[config.mk]
export PLATFORM = sky130hd
export DESIGN_NAME = word_fifo_12
export DESIGN_NICKNAME = d
export VERILOG_FILES = /design/src/rtl/word_fifo_12_pkg.sv /design/src/rtl/word_fifo_12_mem.sv /design/src/rtl/word_fifo_12.sv
export SDC_FILE = /design/constraint.sdc
export NUM_CORES = 1
export LEC_CHECK = 0
export BUFFER_PORTS_ARGS = -buffer_cell sky130_fd_sc_hd__buf_2
export CAP_MARGIN = 15
export CORE_MARGIN = 1
export CORE_UTILIZATION = 25
export CTS_CLUSTER_SIZE = 12
export DETAILED_ROUTE_END_ITERATION = 12
export HOLD_SLACK_MARGIN = 0.15
export PLACE_DENSITY_LB_ADDON = 0.12
export SLEW_MARGIN = 20
export SYNTH_ARGS = -nofsm -noshare
export SYNTH_HDL_FRONTEND = slang
export SYNTH_SLANG_ARGS = --single-unit
[constraint.sdc]
create_clock -name i1 -period 2.6 [get_ports i1]
set_input_delay 0.26 -clock i1 [delete_from_list [all_inputs] [get_ports i1]]
set_output_delay 0.26 -clock i1 [all_outputs]
set_load 0.01 [all_outputs]
[src/rtl/word_fifo_12_pkg.sv]
// Shared constants and types for the 12-bit word FIFO and its storage array.
package word_fifo_12_pkg;

    localparam int W     = 12;
    localparam int DEPTH = 4;
    localparam int AW    = $clog2(DEPTH);

    typedef logic [W-1:0]  word_t;
    typedef logic [AW:0]   count_t;
    typedef logic [AW-1:0] ptr_t;

endpackage : word_fifo_12_pkg

[src/rtl/word_fifo_12_mem.sv]
// DEPTH x W storage: one clocked write port, one asynchronous read port, no reset.
module fifo_mem_12
    import word_fifo_12_pkg::*;
(
    input  logic  i_clk,
    input  logic  i_we,
    input  ptr_t  i_waddr,
    input  word_t i_wdata,
    input  ptr_t  i_raddr,
    output word_t o_rdata
);

    word_t r_mem [DEPTH];

    always_ff @(posedge i_clk) begin
        if (i_we) begin
            r_mem[i_waddr] <= i_wdata;
        end
    end

    // Asynchronous read keeps the head word visible without an extra cycle.
    assign o_rdata = r_mem[i_raddr];

endmodule : fifo_mem_12

[src/rtl/word_fifo_12.sv]
// First-word-fall-through FIFO for 12-bit capture words with valid/ready handshake
// and sticky overflow/underflow flags.
module word_fifo_12
    import word_fifo_12_pkg::*;
(
    input  logic   i1,
    input  logic   i2,
    input  word_t  i3,
    input  logic   i4,
    input  logic   i5,
    output logic   o1,
    output word_t  o2,
    output logic   o3,
    output count_t o4,
    output logic   o5,
    output logic   o6
);

    localparam ptr_t   PTR_ONE   = ptr_t'(1);
    localparam count_t CNT_ONE   = count_t'(1);
    localparam count_t CNT_FULL  = count_t'(DEPTH);
    localparam count_t CNT_EMPTY = count_t'(0);

    ptr_t   r_wr_ptr;
    ptr_t   r_rd_ptr;
    count_t r_count;
    logic   r_ovf;
    logic   r_udf;

    logic   w_not_full;
    logic   w_not_empty;
    logic   w_push_ok;
    logic   w_pop_ok;
    word_t  w_rdata;

    // Handshake qualifiers come from registered state only, so refused
    // requests never depend on same-cycle activity on the other port.
    assign w_not_full  = (r_count != CNT_FULL);
    assign w_not_empty = (r_count != CNT_EMPTY);
    assign w_push_ok   = i4 && w_not_full;
    assign w_pop_ok    = i5 && w_not_empty;

    fifo_mem_12 u_mem (
        .i_clk   (i1),
        .i_we    (w_push_ok && !i2),
        .i_waddr (r_wr_ptr),
        .i_wdata (i3),
        .i_raddr (r_rd_ptr),
        .o_rdata (w_rdata)
    );

    always_ff @(posedge i1) begin
        if (i2) begin
            r_wr_ptr <= '0;
            r_rd_ptr <= '0;
            r_count  <= '0;
            r_ovf    <= 1'b0;
            r_udf    <= 1'b0;
        end else begin
            if (w_push_ok) begin
                r_wr_ptr <= r_wr_ptr + PTR_ONE;
            end
            if (w_pop_ok) begin
                r_rd_ptr <= r_rd_ptr + PTR_ONE;
            end
            case ({w_push_ok, w_pop_ok})
                2'b10:   r_count <= r_count + CNT_ONE;
                2'b01:   r_count <= r_count - CNT_ONE;
                default: r_count <= r_count;
            endcase
            if (i4 && !w_not_full) begin
                r_ovf <= 1'b1;
            end
            if (i5 && !w_not_empty) begin
                r_udf <= 1'b1;
            end
        end
    end

    assign o1 = w_not_full;
    assign o2 = w_rdata;
    assign o3 = w_not_empty;
    assign o4 = r_count;
    assign o5 = r_ovf;
    assign o6 = r_udf;

endmodule : word_fifo_12

# After elaboration in Yosys (flattened, before gate mapping)
# Memory sizes are Yosys's and may differ from the RTL's. A register that Yosys moved wholly into a read port is not among the register bits.
# Index checks and enable logic that the tools add are counted.
# op_classes
n_addsub,4
mul,0
div_mod_pow,0
order_cmp,0
eq_ne,3
shift,0
mux,5
n_bitwise,0
n_reduce_logical,10
# ops
op,count
$pmux 3 s2,1
$logic_and 1x1->1,5
$add 2x1->2 const B,2
$mux 2,2
$add 3x1->3 const B,1
$logic_not 1->1,3
$ne 3x3->1 const B,1
$reduce_bool 3->1,1
$sub 3x1->3 const B,1
$eq 2x1->1 const B,1
$eq 2x2->1 const B,1
$mux 1,2
$reduce_bool 2->1,1
# totals
regBits,9
latchBits,0
ram_bits,48
mem_bits_ro,0
in_bits,16
out_inout_bits,19
wordCells,28
mem_count,1
# mem_list
name,depth,word_bits,read_ports,rd_ports_with_merged_regs,write_ports,line,source
u_mem.r_mem,4,12,1,1,1,word_fifo_12_mem.sv:13,word_t r_mem [DEPTH];

# Logic depth before layout (Yosys ltp)
# Gate-level depths: netlist of the first run.
# depth
ltp_word,5
depth_mapped,9
mapped_depth_nobuf,8

# By module
# A second synthesis of the first run with hierarchy kept.
# hier_totals
hier_cells,115
area_unflattened_um2,2187.1
# modules_own_cells
module,instances,cells_per_inst,area_each_um2,seq_area_each_um2
fifo_mem_12,1,66,1766.7,1441.4
word_fifo_12,1,49,420.4,180.2

# Worst setup path after synthesis of the first run
# No wires, ideal clock.
# synth_path
path_type,register to register
startpoint,"register r_count[2], in the netlist o4[2]"
endpoint,"register r_count[2], in the netlist o4[2]"
setup_ns,0.071
arrival_ns,2.232
required_time_ns,2.529
setup_slack_ns,0.296
stages_incl_launch_ff,10
path_buffers,1
period_less_slack_ns,2.304
cell_sequence,dfxtp_1 > or3b_1 > buf_2 > nand2_1 > ha_1 > inv_1 > fa_1 > xor2_1 > or3_1 > a21oi_1
# synth_between
elab_chain_cells,4
word_cells_on_any_way,10
cone_classes,add/sub: 2; eq/ne: 3; mux: 1; reduce/logical: 4
# synth_rtl
element,line,source
start: declaration,word_fifo_12.sv:26,count_t r_count;
start signal: assignment,word_fifo_12.sv:67,2'b10: r_count <= r_count + CNT_ONE;
start signal: assignment,word_fifo_12.sv:68,2'b01: r_count <= r_count - CNT_ONE;
start signal: assignment,word_fifo_12.sv:69,default: r_count <= r_count;
$ne 3x3->1 (*),word_fifo_12.sv:38,assign w_not_full = (r_count != CNT_FULL);
net o1,word_fifo_12.sv:11,"output logic o1,"
$logic_and 1x1->1 (*),word_fifo_12.sv:40,assign w_push_ok = i4 && w_not_full;
$eq 2x1->1 / $eq 2x2->1 (equally long branches),word_fifo_12.sv:66,"case ({w_push_ok, w_pop_ok})"
$pmux 3 s2 / $reduce_bool 2->1 (equally long branches),n/a,
# The timed path passes the listed nets; every way through them passes the cells marked *.
# A chain may end at the register's enable or synchronous reset.

# Worst setup path in the final report of the first run
# layout_path
startpoint,"register r_count[2], in the netlist o4[2]"
endpoint,"register r_count[2], in the netlist o4[2]"
# layout_between
elab_chain_cells,4
word_cells_on_any_way,10
cone_classes,add/sub: 2; eq/ne: 3; mux: 1; reduce/logical: 4
# layout_rtl
element,line
$ne 3x3->1 / $reduce_bool 3->1 (equally long branches),"word_fifo_12.sv:38, word_fifo_12.sv:39"
"$logic_and 1x1->1, on equally long branches","word_fifo_12.sv:40, word_fifo_12.sv:41"
$eq 2x1->1 / $eq 2x2->1 (equally long branches),word_fifo_12.sv:66
$pmux 3 s2 / $reduce_bool 2->1 (equally long branches),n/a
# Several ways; a longest one is shown, not always the timed one.

==> results of run 1 <==
-- critical path, cell delays in order, from the launching register on --
cell and delay, ps:
dfxtp_1 450, or3b_1 460, nand2_1 130, ha_1 190
inv_1 60, fa_1 390, xor2_1 170, or3_1 310
a21oi_1 160
-- worst max path at each step --
| stage | to | cells after the start | slack (ps) |
|---|---|---|---|
| 6_report | o4[2] | 8 | 220 |
| 3_3_place_gp | o4[2] | 8 | 390 |
| 4_1_cts | o4[2] | 8 | 220 |
| 5_1_grt | o4[2] | 8 | 60 |
| 3_5_place_dp | o4[2] | 8 | 250 |
| 2_1_floorplan | o4[2] | 9 | 300 |
-- kinds of logic after synthesis --
group	share of synthesized area (%)
AND/OR/NAND/NOR	4.42
multiplexers	11.9
AO/OA/AOI/OAI	3.48
XOR/XNOR	1.16
buffers and inverters	2.04
adder cells (fa/ha/maj)	3.64
flip-flops	73.3
-- final cells by class --
class | count | area (um^2)
multi-input combinational | 52 | 578
clock buffer | 14 | 174
fill | 865 | 5840
clock inverter | 2 | 10.0
tap | 108 | 135
sequential | 59 | 1660
timing repair buffer | 52 | 335
inverter | 7 | 26.3
-- through the flow --
| stage | std cells | hold WS (ps) | worst slack [ps] | cell area (um^2) |
|---|---|---|---|---|
| after floorplan | 122 | 359 | 296 | 2270 |
| after global placement | 266 | 456 | 389 | 2620 |
| after detailed placement | 266 | 462 | 252 | 2620 |
| after CTS | 294 | 192 | 217 | 2920 |
| after global routing | 294 | 208 | 61.2 | 2920 |
| final | 294 | 210 | 220 | 2920 |
-- layout by cell type (no fill, tap or decap), drive strengths merged --
cell         count
mux4            12
nand2            2
a41oi            1
or3              2
nor2             7
a21o             2
dfxtp           11
nor3b            4
clkbuf          14
xor2             3
a21oi            6
edfxtp          48
nand3            2
o31ai            1
ha               5
dlygate4sd3     12
or3b             1
buf             40
nor3             1
o21ai            2
fa               1
inv              7
clkinv           2
-- registers in the layout, summed over array words and instances, names as in the netlist, named ones only --
| signal | count |
|---|---|
| r_rd_ptr | 2 |
| o4 | 3 |
| o5 | 1 |
| u_mem.r_mem | 48 |
| o6 | 1 |
| r_wr_ptr | 2 |
-- repair_timing --
| action | CTS | global route |
|---|---|---|
| resized for setup | 0 | 0 |
| hold endpoints to repair | 42 | 0 |
| hold buffers | 12 | 0 |
-- layer usage --
layer | vias to the layer above | part of all wire, % | global-route usage [%]
met5 | - | 0 | 0
met1 | 594 | 44 | 11.2
li1 | 589 | - | -
met3 | 6 | 4.9 | 3.60
met4 | 0 | 1.6 | 4.82
met2 | 29 | 50 | 16.5
-- power breakdown --
group	total (W)	leakage (nW)	internal (W)	switching, W
clock	0.000756	0.0956	0.000428	0.000328
sequential	0.00117	0.526	0.00111	0.0000641
combinational	0.000654	0.420	0.000318	0.000336
==> results.txt, run 1 <==
Final Hold Fails: 0
Area contributors post-synth: edfxtp_1 64%, mux4_2 12%, dfxtp_1 9.7%, ha_1 2.8%, nor3b_1 1.3%
Min Tclk post-route: 2380 ps
H-Tree Depth: 3
Post-synth ARST share: 0%
Final count of negative-setup-slack endpoints: 0
Tightest Pin Transition: 680 ps
CP Launch Type: flop
RR Startpoint: o4[2]
Overall power: 0.00258 W
Hold path endpoint: o6
TritonCTS sink count: 59
Final core occ: 33.3%
Synthesized Nets: 144
Clock Tree Root: clkbuf_8
Top-count cell post-synth: edfxtp_1
Number of remaining DRC errors: 0
Layout cell share with drive strength beyond 1: 38.2%
Vias/cell: 4.14
Hpwl dp: 2660 um
Setup slack, reg-to-reg: 220 ps
Global-route wire length before repair: 6810 um
Post-synth top area share: 63.6%
Post-CTS Setup Inserts: 0
Leading area contributor after synthesis: edfxtp_1
Starting Density: 25.9%
CP Data Required Time: 2850 ps
Ant. Diodes: 0
FF-to-FF End: o4[2]
Iteration count of the initial detailed-routing pass: 4
Period utilisation layout: 91.6%
Nets@finish: 203
Worst Hold Class: input port to flop
Flops & latches, synth: 59
VDD IR max: 0.000424 V
Routability congestion estimate: 0.737
Clock latency on the worst-skew pair: 320 ps
Status: complete, no violations
Largest net degree at the start of global routing: 15
Max_slew headroom: 54.6%
Ports: 35
Number of global-route vias before repair: 1323
Height of the die: 97.2 um
Synth top cells by count: 48 x edfxtp_1, 12 x mux4_2, 11 x dfxtp_1
Starting DRT DRC Count: 21
Register clock-pin slew on the reported worst setup and hold paths: 60 ps
Worst setup path start: o4[2]
Worst Hold Depth: 3
Mapped Area: 2270 um^2
Crit. End Element: flop
FP Rows: 34
Via Count: 1218
RSZ-0062 raised after global routing: no
Core Area: 8760 um^2
P per Cell Area: 884 nW/um^2
Antenna violations before repair: 0
Total CTS buffers: 9
Crit Path Max Fanout: 7
Total negative slack: 0 ps
GRT overflow: 0
MaxCap Viol Count: 0
I/O Buffers: 34
Worst Reg-to-Reg Cells: 8
Chip Width: 97.2 um
DIE AREA: 9450 um^2
Distinct cell type count after synthesis: 23
Yosys warns: 0
Mapped Avg Cell Area: 18.6 um^2
Max Freq: 0.420 GHz
Post-Route WL: 4230 um
Post-synth EDFFs: 48
Hold_sp: i5
Max-slew violations: 0
Main flop type after synthesis: edfxtp_1
Clock Path Buffers: 2
LEAKAGE: 1.04 nW
Sequential area share after synthesis: 73.3%
GR Util All Layers: 9.89%
Setup Skew: 6.80 ps
Cells after Synth: 122
WS Path Type: flop to flop
Area Overhead vs Synth: 28.9%
CTS tree: built
Remaining antenna violation count: 0
Drt wl/cell: 14.4 um
WP data arrival: 2630 ps
No activity file was read; power rests on OpenSTA's default activity.
==> inputs of run 2 (changes only) <==
--- a/config.mk
+++ b/config.mk
@@ -7,7 +7,9 @@
 export LEC_CHECK = 0
 export BUFFER_PORTS_ARGS = -buffer_cell sky130_fd_sc_hd__buf_2
 export CAP_MARGIN = 15
-export CORE_MARGIN = 1
+export CELL_PAD_IN_SITES_DETAIL_PLACEMENT = 0
+export CELL_PAD_IN_SITES_GLOBAL_PLACEMENT = 1
+export CORE_MARGIN = 5
 export CORE_UTILIZATION = 25
 export CTS_CLUSTER_SIZE = 12
 export DETAILED_ROUTE_END_ITERATION = 12
==> run 2 against run 1 <==
Effect of this change: routed wire length increased by 3.2%; register-to-register slack better by 90 ps; combinational power shrank 3.7%; worst setup slack better by 91 ps; count of clock-buffer cells in the layout down 5; largest power group unchanged; utilization fell by 0.54 points; global-route usage down 1.1 points; power fell by 4.9%; critical path depth is the same.
==> results.txt, run 2 (synthesis results as in run 1) <==
WS Path Type: flop to flop
Clock Tree Root: clkbuf_8
Clock latency on the worst-skew pair: 320 ps (about the same)
Max_slew headroom: 54.8% (+0.21 points)
Number of remaining DRC errors: 0 (unchanged)
Min Tclk post-route: 2290 ps (-90.6 ps)
Internal Power: 0.00175 W (-5.9%)
Final setup margin: 310 ps (+90.6 ps)
Ports: 35 (unchanged)
P per Cell Area: 855 nW/um^2 (-3.3%)
Number of global-route vias before repair: 1361 (+2.9%)
Logic pwr share: 25.7% (+0.4 points)
CP Launch Type: flop
Total CTS buffers: 9 (unchanged)
Max-slew violations: 0 (unchanged)
Core Area: 8760 um^2 (unchanged)
Clock power frac: 26.0% (-3.3 points)
Nets@finish: 202 (-0.49%)
NetSw: 0.000710 W (-2.5%)
Total negative slack: 0 ps (unchanged)
Final Hold Fails: 0 (unchanged)
Routability congestion estimate: 0.653 (-11%)
Register clock-pin slew on the reported worst setup and hold paths: 60 ps (about the same)
Crit Path Max Fanout: 7 (unchanged)
I/O Buffers: 34 (unchanged)
Period utilisation layout: 88.1% (-3.5 points)
Largest register by flop count: u_mem.r_mem
Pre-CTS setup slack: 319 ps (+66.2 ps)
Max Freq: 0.437 GHz (+4.0%)
CTS tree: built
GR Util All Layers: 8.83% (-1.1 points)
Starting Density: 25.9% (unchanged)
GRT overflow: 0 (unchanged)
Status: complete, no violations
RSZ-0062 raised after global routing: no
Antenna violations before repair: 0 (unchanged)
Chip Width: 105 um (+8.2%)
RR Startpoint: o4[2]
Clock Path Buffers: 2 (unchanged)
Setup slack, reg-to-reg: 310 ps (+90 ps)
Max reg flops: 48 (unchanged)
Most frequent cells in the layout: 48 x edfxtp_1, 34 x buf_2, 12 x mux4_2
Largest net degree at the start of global routing: 15 (unchanged)
Global-route wire length before repair: 7200 um (+5.7%)
Remaining antenna violation count: 0 (unchanged)
Worst Hold Class: input port to flop
CP Data Required Time: 2850 ps (about the same)
Vias/cell: 4.22 (+1.9%)
Overall power: 0.00246 W (-4.9%)
MaxCap Viol Count: 0 (unchanged)
FP Rows: 34 (unchanged)
Layout cell share with drive strength beyond 1: 38.3% (+0.079 points)
Starting DRT DRC Count: 34 (+62%)
Post-Route WL: 4370 um (+3.2%)
WHS: 173 ps (-37.0 ps)
Via Count: 1228 (+0.82%)
Final count of negative-setup-slack endpoints: 0 (unchanged)
Setup Skew: 3.84 ps (-2.96 ps)
Worst setup path start: o4[2]
Sw frac: 28.9% (+0.72 points)
Hpwl dp: 2900 um (+9.3%)
Iteration count of the initial detailed-routing pass: 4 (unchanged)
CP Capture Point: o4[2]
# fillers: 870 (+0.58%)
Worst Reg-to-Reg Cells: 8 (unchanged)
Seq pwr share: 48.3% (+2.9 points)
VDD IR max: 0.000248 V (-41%)
LEAKAGE: 1.02 nW (-1.9%)
Drt wl/cell: 15.0 um (+4.3%)
Ant. Diodes: 0 (unchanged)
FF-to-FF End: o4[2]
Height of the die: 105 um (+8.2%)
DIE AREA: 11100 um^2 (+17%)
WP data arrival: 2540 ps (-90 ps)
Cts repair resizes: 0 (unchanged)
Area Overhead vs Synth: 26.8%
TritonCTS sink count: 59 (unchanged)
Crit. End Element: flop
Most common cell after layout, fill and taps aside: edfxtp_1
H-Tree Depth: 3 (unchanged)
Tightest Pin Transition: 677 ps (-3.17 ps)
run 2: layer usage:
| layer | global-route usage [%] | wire length, um | vias to the layer above |
|---|---|---|---|
| met4 | 4.11 | 36 | 0 |
| met1 | 10.3 | 1820 | 617 |
| li1 | - | - | 587 |
| met3 | 3.88 | 193 | 2 |
| met5 | 0 | 0 | - |
| met2 | 13.9 | 2320 | 22 |
run 2: cell type report:
cell class / count / area, um^2 / share of cell area (%)
multi-input combinational: 52 / 578 / 20.1
tap: 108 / 135 / 4.70
clock inverter: 5 / 22.5 / 0.784
inverter: 7 / 26.3 / 0.915
timing repair buffer: 51 / 325 / 11.3
sequential: 59 / 1660 / 57.8
clock buffer: 9 / 124 / 4.31
run 2: stage by stage:
step	std cells	utilization (%)	area, um^2
final	291	32.8	2870
after global placement	266	29.9	2620
after detailed placement	266	29.9	2620
after floorplan	122	-	2270
after global routing	291	32.8	2870
after CTS	290	32.7	2860
run 2: worst min-delay path by stage:
stage | start | endpoint | slack (ps) | cells after the start
global placement | o6 | o6 | 450 | 2
global route | i3[2] | u_mem.r_mem[3][2] | 150 | 1
finish | i3[2] | u_mem.r_mem[3][2] | 170 | 1
detailed placement | o5 | o5 | 470 | 2
CTS | i3[2] | u_mem.r_mem[3][2] | 150 | 1
floorplan | i3[0] | u_mem.r_mem[0][0] | 360 | 0
run 2: power groups by stage:
| stage | Combinational [W] | Sequential (W) | Clock [W] |
|---|---|---|---|
| floorplan | 0.000423 | 0.00119 | 0 |
| global placement | 0.000636 | 0.00120 | 0 |
| detailed placement | 0.000639 | 0.00121 | 0 |
| CTS | 0.000654 | 0.00119 | 0.000670 |
| global route | 0.000713 | 0.00121 | 0.000720 |
| finish | 0.000630 | 0.00119 | 0.000638 |
run 2: repair_timing:
item	CTS	global route
hold endpoints to repair	40	4
hold buffers	10	1
setup buffers	0	0
run 2: worst max-delay path, cell delays in order (launching register included):
cell	delay [ps]
dfxtp_1	430
or3b_1	470
nand2_1	130
ha_1	180
inv_1	60
fa_1	370
xor2_1	150
or3_1	300
a21oi_1	140
